### src/rtl/seg7_frame_decoder.sv
// Seven-segment scan decoder: reassembles six strobed digits
// into a 24-bit hex frame with sequence, pattern and timeout checks.
module seg7_frame_decoder #(
  parameter int TIMEOUT = 255
) (
  input  logic        clk,
  input  logic        reset,
  input  logic [6:0]  seg_in,
  input  logic [5:0]  dig_sel,
  input  logic        seg_valid,
  output logic [23:0] value,
  output logic        frame_valid,
  output logic        pat_err,
  output logic        seq_err,
  output logic        tmo_err
);

  typedef enum logic {
    IDLE,
    COLLECT
  } state_t;

  localparam logic [15:0] TMO = 16'(TIMEOUT);

  state_t      state, nstate;
  logic [2:0]  idx, nidx;
  logic [23:0] asm_q, nasm;
  logic [15:0] cnt, ncnt;
  logic [23:0] nvalue;
  logic        nfv, npat, nseq, ntmo;

  logic        dec_ok;
  logic [3:0]  nib;
  logic [5:0]  exp_sel;
  logic        sel_hit;
  logic        sel_d0;

  always_comb begin
    dec_ok = 1'b1;
    nib    = 4'h0;
    case (seg_in)
      7'b1000000: nib = 4'h0;
      7'b1111001: nib = 4'h1;
      7'b0100100: nib = 4'h2;
      7'b0110000: nib = 4'h3;
      7'b0011001: nib = 4'h4;
      7'b0010010: nib = 4'h5;
      7'b0000010: nib = 4'h6;
      7'b1111000: nib = 4'h7;
      7'b0000000: nib = 4'h8;
      7'b0010000: nib = 4'h9;
      7'b0001000: nib = 4'hA;
      7'b0000011: nib = 4'hB;
      7'b1000110: nib = 4'hC;
      7'b0100001: nib = 4'hD;
      7'b0000110: nib = 4'hE;
      7'b0001110: nib = 4'hF;
      default:    dec_ok = 1'b0;
    endcase
  end

  assign exp_sel = 6'(6'b000001 << idx);
  assign sel_hit = (dig_sel == exp_sel);
  assign sel_d0  = (dig_sel == 6'b000001);

  always_comb begin
    nstate = state;
    nidx   = idx;
    nasm   = asm_q;
    ncnt   = cnt;
    nvalue = value;
    nfv    = 1'b0;
    npat   = 1'b0;
    nseq   = 1'b0;
    ntmo   = 1'b0;
    unique case (state)
      IDLE: begin
        if (seg_valid && sel_d0) begin
          if (dec_ok) begin
            nasm   = {20'h0, nib};
            nidx   = 3'd1;
            ncnt   = 16'h0;
            nstate = COLLECT;
          end else begin
            npat = 1'b1;
          end
        end
      end
      COLLECT: begin
        if (seg_valid) begin
          if (!dec_ok) begin
            npat   = 1'b1;
            nstate = IDLE;
            nasm   = 24'h0;
            nidx   = 3'd0;
            ncnt   = 16'h0;
          end else if (sel_hit) begin
            ncnt = 16'h0;
            for (int k = 0; k < 6; k++) begin
              if (idx == 3'(k)) nasm[4*k +: 4] = nib;
            end
            if (idx == 3'd5) begin
              nvalue = nasm;
              nfv    = 1'b1;
              nstate = IDLE;
              nasm   = 24'h0;
              nidx   = 3'd0;
            end else begin
              nidx = idx + 3'd1;
            end
          end else if (sel_d0) begin
            // digit 0 mid-frame restarts collection
            nseq = 1'b1;
            nasm = {20'h0, nib};
            nidx = 3'd1;
            ncnt = 16'h0;
          end else begin
            nseq   = 1'b1;
            nstate = IDLE;
            nasm   = 24'h0;
            nidx   = 3'd0;
            ncnt   = 16'h0;
          end
        end else if (cnt + 16'd1 == TMO) begin
          ntmo   = 1'b1;
          nstate = IDLE;
          nasm   = 24'h0;
          nidx   = 3'd0;
          ncnt   = 16'h0;
        end else begin
          ncnt = cnt + 16'd1;
        end
      end
      default: nstate = IDLE;
    endcase
  end

  always_ff @(posedge clk) begin
    if (!reset) begin
      state       <= IDLE;
      idx         <= 3'd0;
      asm_q       <= 24'h0;
      cnt         <= 16'h0;
      value       <= 24'h0;
      frame_valid <= 1'b0;
      pat_err     <= 1'b0;
      seq_err     <= 1'b0;
      tmo_err     <= 1'b0;
    end else begin
      state       <= nstate;
      idx         <= nidx;
      asm_q       <= nasm;
      cnt         <= ncnt;
      value       <= nvalue;
      frame_valid <= nfv;
      pat_err     <= npat;
      seq_err     <= nseq;
      tmo_err     <= ntmo;
    end
  end

endmodule

### config.mk
export PLATFORM = sky130hd
export DESIGN_NAME = seg7_frame_decoder
export DESIGN_NICKNAME = d
export VERILOG_FILES = /design/src/rtl/seg7_frame_decoder.sv
export SDC_FILE = /design/constraint.sdc
export NUM_CORES = 1
export LEC_CHECK = 0
export BUFFER_PORTS_ARGS = -buffer_cell sky130_fd_sc_hd__clkbuf_2
export CAP_MARGIN = 20
export CORE_ASPECT_RATIO = 1.1
export CORE_MARGIN = 3
export CORE_UTILIZATION = 63
export DETAILED_ROUTE_END_ITERATION = 12
export PLACE_DENSITY = 0.85
export SLEW_MARGIN = 20
export SYNTH_ARGS = -nofsm -noshare
export SYNTH_HDL_FRONTEND = slang
export SYNTH_SLANG_ARGS = --single-unit
### constraint.sdc
create_clock -name clk -period 5.8 [get_ports clk]
set_input_delay 1.16 -clock clk [delete_from_list [all_inputs] [get_ports clk]]
set_output_delay 1.16 -clock clk [all_outputs]
set_load 0.02 [all_outputs]
Word-level counts from Yosys, hierarchy flattened
Cells that the tools add are included.

Bits of input ports: 16. Bits in read-only memories: 0. Word-level logic and storage cells: 97. RAM bits: 0. Memories kept: 0. Latch bits: 0. Register bits after elaboration: 72.

Order comparisons: 0. Reductions and logical operators: 10. Bitwise gates (word level): 2. Equal/unequal tests: 26. Muxes and demuxes: 47. $add $sub $neg: 2. Shift operators: 1. Div/mod/pow operators: 0. Multipliers: 0.

Operator list (count): $mux 24 (7); $mux 16 (4); $pmux 4 s15 (1); $pmux 24 s2 (1); $pmux 16 s2 (1); $eq 7x7->1 const B (4); $mux 4 (7); $eq 7x5->1 const B (3); $eq 7x6->1 const B (3); $mux 3 (7); $add 16x1->16 const B (1); $eq 16x8->1 const B (1); $mux 1 (16); $reduce_or 16->1 (1); $eq 7x2->1 const B (2); $eq 7x4->1 const B (2); $reduce_and 5->1 (2); $eq 7x3->1 const B (1); $logic_not 7->1 (1); $eq 3x2->1 const B (2); $eq 3x3->1 const B (2); $eq 6x1->1 const B (1); $eq 6x6->1 (1); $pmux 3 s2 (1); other kinds (13) (16).

Longest topological paths before layout
Gate-level depths: netlist of the first run.

Depth after elaboration: 8. Mapped depth: 11. Depth with buffers taken out: 8.

Least setup slack after synthesis of the first run
Ideal clock, no wire load.

Kind: in2reg. Start point: input seg_in[6]. End point: register asm_q[19]. Arrival time: 3.021 ns. Setup slack: 2.704 ns. Required time: 5.725 ns. Stages: 9. Path through: buf_2 > and4b_1 > a32o_1 > a221o_2 > o21a_2 > a21o_1 > buf_2 > a311o_1 > o21ai_0.

Cells in the longest elaborated chain, start to end: 8. Elaborated cells between the ends (all ways): 27. Those cells by class: eq/ne (16); mux (8); reduce/logical (3).

RTL lines: start, declared (line 8) `input logic [6:0] seg_in,`; $eq 7x4->1, or another cell as far along (line 41) `case (seg_in)`; $pmux 4 s15 (line 41); $mux 4 (line 100) `if (idx == 3'(k)) nasm[4*k +: 4] = nib;`; $mux 24 (line 102) `if (idx == 3'd5) begin`; $mux 24 (line 97) `end else if (sel_hit) begin`; $mux 24 (line 91) `if (!dec_ok) begin`; $mux 24 (line 90) `if (seg_valid) begin`; $pmux 24 s2 (line 76) `unique case (state)`; end signal, assigned (line 152) `asm_q <= nasm;`; end, declared (line 27) `logic [23:0] asm_q, nasm;`.

Several ways; a longest one is shown, not always the timed one. A chain may end at the register's enable or synchronous reset.

Final worst setup path of the first run
Start point: input seg_in[1]. End point: register value[1].

Cells in the longest elaborated chain, start to end: 4. Elaborated cells between the ends (all ways): 21. Those cells by class: eq/ne (15); mux (3); reduce/logical (3).

RTL lines: $eq 7x4->1, or another cell as far along (line 41); $reduce_or 16->1 (no source line); $mux 1 (line 41); $reduce_and 5->1 (no source line); end signal, assigned (line 154) `value <= nvalue;`; end, declared (line 11) `output logic [23:0] value,`.

Several ways; a longest one is shown, not always the timed one.

==> results of run 1 <==
[cells in the final DEF (no fill, tap or decap), drive strengths merged, types with 5 or more instances in the layout]
cell type,netlist,final
dfxtp,68,68
nor2,27,27
inv,14,16
or3,14,14
a211oi,6,6
nand3,20,20
xor2,5,5
nand2,75,75
o22ai,11,11
a21oi,32,32
nand2b,7,7
nor4,6,6
xnor2,7,7
o21ai,22,22
o211ai,13,13
nand4,8,8
nor3,13,13
clkbuf,15,52
[state kept, by name (all words and copies together), names as in the netlist]
register     cells
asm_q           20
cnt             16
frame_valid      1
idx              3
pat_err          1
seq_err          1
state            1
tmo_err          1
value           24
[per-layer routing]
metal,up-vias,global-route usage (%)
met5,-,0
met4,0,11.3
met3,23,4.78
met2,114,47.9
met1,1634,31.1
li1,1722,-
[cells by family after synthesis]
family | after synthesis
xor+xnor | 12
flops | 68
mux | 7
compound gates | 125
fa+ha+maj | 3
buf+inv | 47
simple gates | 200
[cell usage after synthesis (5+ instances only)]
library cell  number
a21oi_1           32
inv_1             14
clkbuf_1          15
a211oi_1           5
nor2_1            27
or3_1             13
nor4_1             5
o21ai_1            7
o21ai_0           14
dfxtp_1           68
xor2_1             5
nand2b_1           7
nand3_1           18
nor3_1             9
xnor2_1            7
nand2_1           74
o22ai_1           11
nand4_1            7
o211ai_1          11
buf_2             15
[area by class of cell]
type | instances | area [µm²]
well taps | 75 | 93.8
multi-input cells | 347 | 2170
inverters | 14 | 52.6
clock inverters | 7 | 75.1
fillers | 434 | 1460
clock buffers | 9 | 124
repair buffers | 45 | 230
flip-flops and latches | 68 | 1360
[stage by stage]
stage                     worst slack (ps)  hold slack [ps]
final                                 2400              451
after detailed placement              1850              444
after global routing                  2160              470
after global placement                1960              437
after floorplan                       2700              429
after CTS                             2220              455
[power breakdown]
group / total [µW] / internal (µW) / switching, µW
clock network: 390 / 201 / 189
registers: 467 / 466 / 0.0605
logic: 47.1 / 15.1 / 32.1
[worst paths after layout]
| kind | start | endpoint | slack, ps | cells past startpoint |
|---|---|---|---|---|
| worst max-delay path | seg_in[1] | value[1] | 2400 | 8 |
| worst min-delay path | value[20] | value[20] | 450 | 2 |
| worst max register to register | cnt[0] | asm_q[16] | 2710 | 8 |
| worst min register to register | value[20] | value[20] | 450 | 2 |
[worst min-delay path: stages (launching register included)]
cell and delay, ps:
dfxtp_1 310, nand2_1 50, a21oi_1 50
==> metrics.md, run 1 <==
| Metric | Value |
|---|---|
| Status | `complete, no violations` |
| Largest net degree at the start of global routing | `42` |
| Mean Syn Cell Area | `8.08 µm²` |
| CTS Buf Count | `9` |
| DRC | `0` |
| Clk sink count | `68` |
| Layout area overhead | `9.98%` |
| Post-Synthesis Cells | `approximately 460` |
| Final Hold Fails | `0` |
| Critical Path Start Type | `input port` |
| RSZ-0062 raised after global routing | `no` |
| Setup violations, final | `0` |
| DIE HEIGHT | `between 80 and 90 µm` |
| Cell Count, Final, Fillers Out | `565` |
| Power, Total | `~900 µW` |
| Finished Cell Area | `between 0.004 and 0.005 mm²` |
| Top sig layer | `met4` |
| Vias in the first global route | `between 3k and 4k` |
| Die Wd | `slightly below 80 µm` |
| Crit path required time | `approximately 6000 ps` |
| Yosys cell types | `74` |
| Primary FF master, synth | `dfxtp_1` |
| Slowest cell delay on critical path | `between 500 and 600 ps` |
| # rows | `28` |
| Fin. max-slew vios | `0` |
| Clk pin slew, worst setup/hold paths | `80 ps` |
| Clk_lat worst skew | `350 ps` |
| Synth Area in Compound Gates | `23.2%` |
| Slowest cell on the critical path | `nand3_1` |
| Max Buffers Root-to-Sink | `2` |
| Layout cells sized above 1 | `17.3%` |
| Worst VDD drop | `approximately 0.23 mV` |
| Async S/R FF share, synth | `0%` |
| Synth area leader | `dfxtp_1` |
| Synth Area in XOR/XNOR | `~2.8%` |
| Final wirelength | `around 9000 µm` |
| Setup TNS | `0 ps` |
| Max frequency | `between 200 and 300 MHz` |
| Core Area | `about 0.0056 mm²` |
| Post_cts resized | `0` |
| Htree depth | `3` |
| Detailed Place HPWL | `a little over 6000 µm` |
| Adder-cell share of the synthesized area | `1.01%` |
| Critical Path End Type | `register` |
| Register area share after synthesis | `a little over a third` |
| CP Cell Sequence | `clkbuf_2, or4b_1, mux2i_1, a221o_2, o21a_2, nand3_1, nand2_1, a21oi_1` |
| First-pass GRT wire length | `14800 µm` |
| #FFs+latches synth | `68` |
| Core Util, Final | `73.7%` |
| Setup CP Type | `in -> reg` |
| Crit path DAT | `3620 ps` |
| IO Pins | `44` |
| Worst Clk Skew | `11.6 ps` |
| P_leak | `around 0.0015 µW` |
| Synth area leaders | `dfxtp_1 (36%), nand2_1 (7.4%), a21oi_1 (4.3%)` |
| WP buf/inv | `1` |
| Post-synth EDFFs | `0` |
| Relative slew margins | `36.2%` |
| Post-layout min period | `between 3000 and 4000 ps` |
| YS warnings | `0` |
| Worst path top cell family by delay | `simple AND/OR/NAND/NOR gates` |
| Post-synth top area share | `a little over a third` |
| Ant diodes | `0` |
| Max cap viols | `0` |
| Least-Margin Pin Slew | `roughly 950 ps` |
| Simple-gate share of the synthesized area | `roughly 29%` |
| Gr usage total | `around a quarter` |
| Drt initial violations | `between 200 and 300` |
| CTS tree | `built` |
| Final RePlAce weighted congestion | `a little over 0.9` |
| Via Count | `around 3.5k` |
| Synth Net Count | `481` |
| CTS Hold Bufs | `0` |
| Mux cell area share after synthesis | `about 2.1%` |
| DP Cell Count | `around 550` |
| Routed WL per cell | `roughly 16 µm` |
| Largest family of logic cells by synthesized area | `simple AND/OR/NAND/NOR gates` |
| Routed met1 length | `approximately 3800 µm` |
| Vias/cell | `roughly 6` |
| Dpl cell area | `0.00391 mm²` |
| Fin crit share | `about 60%` |
| Final nets | `504` |
| Met3 routed WL | `roughly 440 µm` |
| Hold Crit Class | `reg -> reg` |
| Initial core utilization | `67.0%` |
| Pre-antenna DRT Iters | `5` |
| # port buffers | `43` |
| Root buffer cell | `clkbuf_8` |
| Max FO, Critical Path | `22` |
| Synthesized area | `0.00373 mm²` |
| Grt ovf | `0` |
| Power Dens Cells | `between 200 and 250 mW/mm²` |
| Die area | `0.00689 mm²` |
| Routed wl met2 | `approximately 4500 µm` |
| ANT nets after route | `0` |
| Initial antenna violation count | `0` |
| Post CTS Setup Buffer Count | `0` |
No activity file was read; power rests on OpenSTA's default activity.
==> run 2: changes to the inputs <==
CORE_UTILIZATION = 58   (was 63)
PLACE_DENSITY = 0.79   (was 0.85)
clock period = 3.55 ns   (was 5.8 ns; I/O delays follow)
==> run 2 against run 1 <==
Against the previous run:
- cell count up 1.9%
- critical path depth unchanged
- clock skew down 3.0 ps
- sequential share of layout area down 0.38 points
- hold slack better by 0.68 ps
- flip-flop and latch count unchanged
- register-to-register slack worse by 2100 ps
- clock-buffer cell count unchanged
- via count up 1.9%
- non-clock buffer count up 6
- first-iteration DRC count down 3.5%
- largest cell class unchanged
==> metrics.md, run 2 (synthesized netlist as in run 1, its figures left out) <==
| Metric | Value |
|---|---|
| Max cap viols | `0` |
| # port buffers | `43` |
| Drt initial violations | `between 200 and 250` |
| CTS Hold Bufs | `0` |
| Commonest cells after routing, fill and taps aside | `nand2_1 (74), dfxtp_1 (68), clkbuf_2 (43)` |
| Grt met1 use | `between 30 and 40%` |
| Setup CP Type | `reg -> reg` |
| CTS tree | `built` |
| Grt ovf | `0` |
| ANT nets after route | `0` |
| Max Buffers Root-to-Sink | `2` |
| Routed WL per cell | `about 16 µm` |
| Max FO, Critical Path | `10` |
| Clock power share | `~44%` |
| Post_cts resized | `0` |
| Worst r2r path cells | `8` |
| Core Util, Final | `67.1%` |
| Clk pin slew, worst setup/hold paths | `70 ps` |
| Layout cells sized above 1 | `18.1%` |
| Vias in the first global route | `3255` |
| Critical Path End Type | `register` |
| Final wirelength | `about 9000 µm` |
| Met2 global-route usage | `40.9%` |
| Crit path required time | `roughly 3800 ps` |
| Layout area overhead | `11.3%` |
| First-pass GRT wire length | `about 15000 µm` |
| CTS Buf Count | `9` |
| Power, Total | `1490 µW` |
| Sequential group share of total power | `a little over 50%` |
| Max frequency | `between 300 and 400 MHz` |
| Die Wd | `between 80 and 90 µm` |
| Initial core utilization | `about three fifths` |
| Relative slew margins | `a little over two fifths` |
| Slowest cell on the critical path | `nor4_1` |
| Initial antenna violation count | `0` |
| Int Power | `~1100 µW` |
| Clk sink count | `68` |
| Top Registers | `value x24, asm_q x20, cnt x16` |
| Power Dens Cells | `359 mW/mm²` |
| Least-Margin Pin Slew | `roughly 840 ps` |
| Net switching power | `377 µW` |
| Setup violations, final | `0` |
| Status | `complete, no violations` |
| Dpl ws | `about 360 ps` |
| WP buf/inv | `0` |
| Worst Clk Skew | `8.67 ps` |
| Comb pwr share | `5.4%` |
| Post CTS Setup Buffer Count | `0` |
| Top Usage Layer GRT | `met2` |
| Via Count | `3561` |
| Vias/cell | `between 6 and 7` |
| Pre-antenna DRT Iters | `5` |
| Final WS setup | `around 640 ps` |
| DRC | `0` |
| Clk_lat worst skew | `around 350 ps` |
| Switching share of power | `25.3%` |
| Setup TNS | `0 ps` |
| CP Cell Sequence | `ha_1, nand3_2, nor4_1, xnor2_1, o211ai_2, o21a_1, o31ai_2, o22ai_1` |
| Worst VDD drop | `around 0.37 mV` |
| Core Area | `a little over 0.006 mm²` |
| GR Layer Usage met3 | `under 10%` |
| Gr usage total | `approximately a quarter` |
| Post-layout min period | `2910 ps` |
| Worst path top cell family by delay | `compound AO/OA/AOI/OAI gates` |
| Top reg by flops | `value` |
| Final Hold Fails | `0` |
| Hold Crit Class | `reg -> reg` |
| IO Pins | `44` |
| # rows | `30` |
| Htree depth | `3` |
| Crit path depth | `8` |
| Ant diodes | `0` |
| Max FFs per register | `24` |
| Largest net degree at the start of global routing | `35` |
| Die area | `0.00744 mm²` |
| Root buffer cell | `clkbuf_8` |
| Commonest non-fill, non-tap cell in the layout | `nand2_1` |
| Crit path DAT | `3130 ps` |
| Slowest cell delay on critical path | `roughly 500 ps` |
| P_leak | `around 0.0015 µW` |
| Fin crit share | `between 80 and 90%` |
| DIE HEIGHT | `90.2 µm` |
| Detailed Place HPWL | `approximately 6300 µm` |
| RSZ-0062 raised after global routing | `no` |
| Hold Path Cell Cnt | `2` |
| Critical Path Start Type | `register` |
| Final RePlAce weighted congestion | `0.932` |
| Fin. max-slew vios | `0` |
| Final nets | `510` |
run 2: changes by cell type in the layout (fill, tap and decap cells not counted):
cell	delta
clkinv_2	-1
a21oi_1	+1
clkinvlp_4	+3
a21oi_2	-1
clkinv_4	-1
inv_6	-1
buf_4	+6
run 2: routing by layer:
layer  routed length, µm  part of all wire (%)
met5                   0                     0
met4                 225                   2.5
met3                 521                   5.8
met2                4400                    49
met1                3860                    43
run 2: area by class of cell:
| cell class | count | area [µm²] |
|---|---|---|
| clock buffer | 9 | 124 |
| clock inverter | 7 | 75.1 |
| timing repair buffer | 51 | 275 |
| tap | 80 | 100 |
| fill | 544 | 2040 |
| sequential | 68 | 1360 |
| inverter | 14 | 52.6 |
| multi-input combinational | 347 | 2170 |
run 2: power groups by stage:
stage	clock network (µW)	logic, µW	registers, µW
2_1_floorplan	0	53.6	780
3_3_place_gp	0	75.4	780
3_5_place_dp	0	78.4	780
4_1_cts	660	78.7	762
5_1_grt	689	87.8	762
6_report	648	80.7	762
run 2: final timing paths:
kind | from | end | slack [ps]
worst max register to register | cnt[0] | asm_q[0] | 640
worst max-delay path | cnt[0] | asm_q[0] | 640
worst min-delay path | value[16] | value[16] | 450
worst min register to register | value[16] | value[16] | 450
run 2: per-stage QoR:
stage | std cells | hold WS [ps] | instance area [µm²]
after floorplan | 462 | 429 | 3730
after global routing | 576 | 471 | 4160
after detailed placement | 560 | 444 | 3960
after CTS | 576 | 455 | 4160
final | 576 | 452 | 4160
after global placement | 560 | 437 | 3960
run 2: tightest hold or removal path: stages, from the launching register on:
cell and delay (ps):
dfxtp_1 310, nand2_1 50, a21oi_1 50
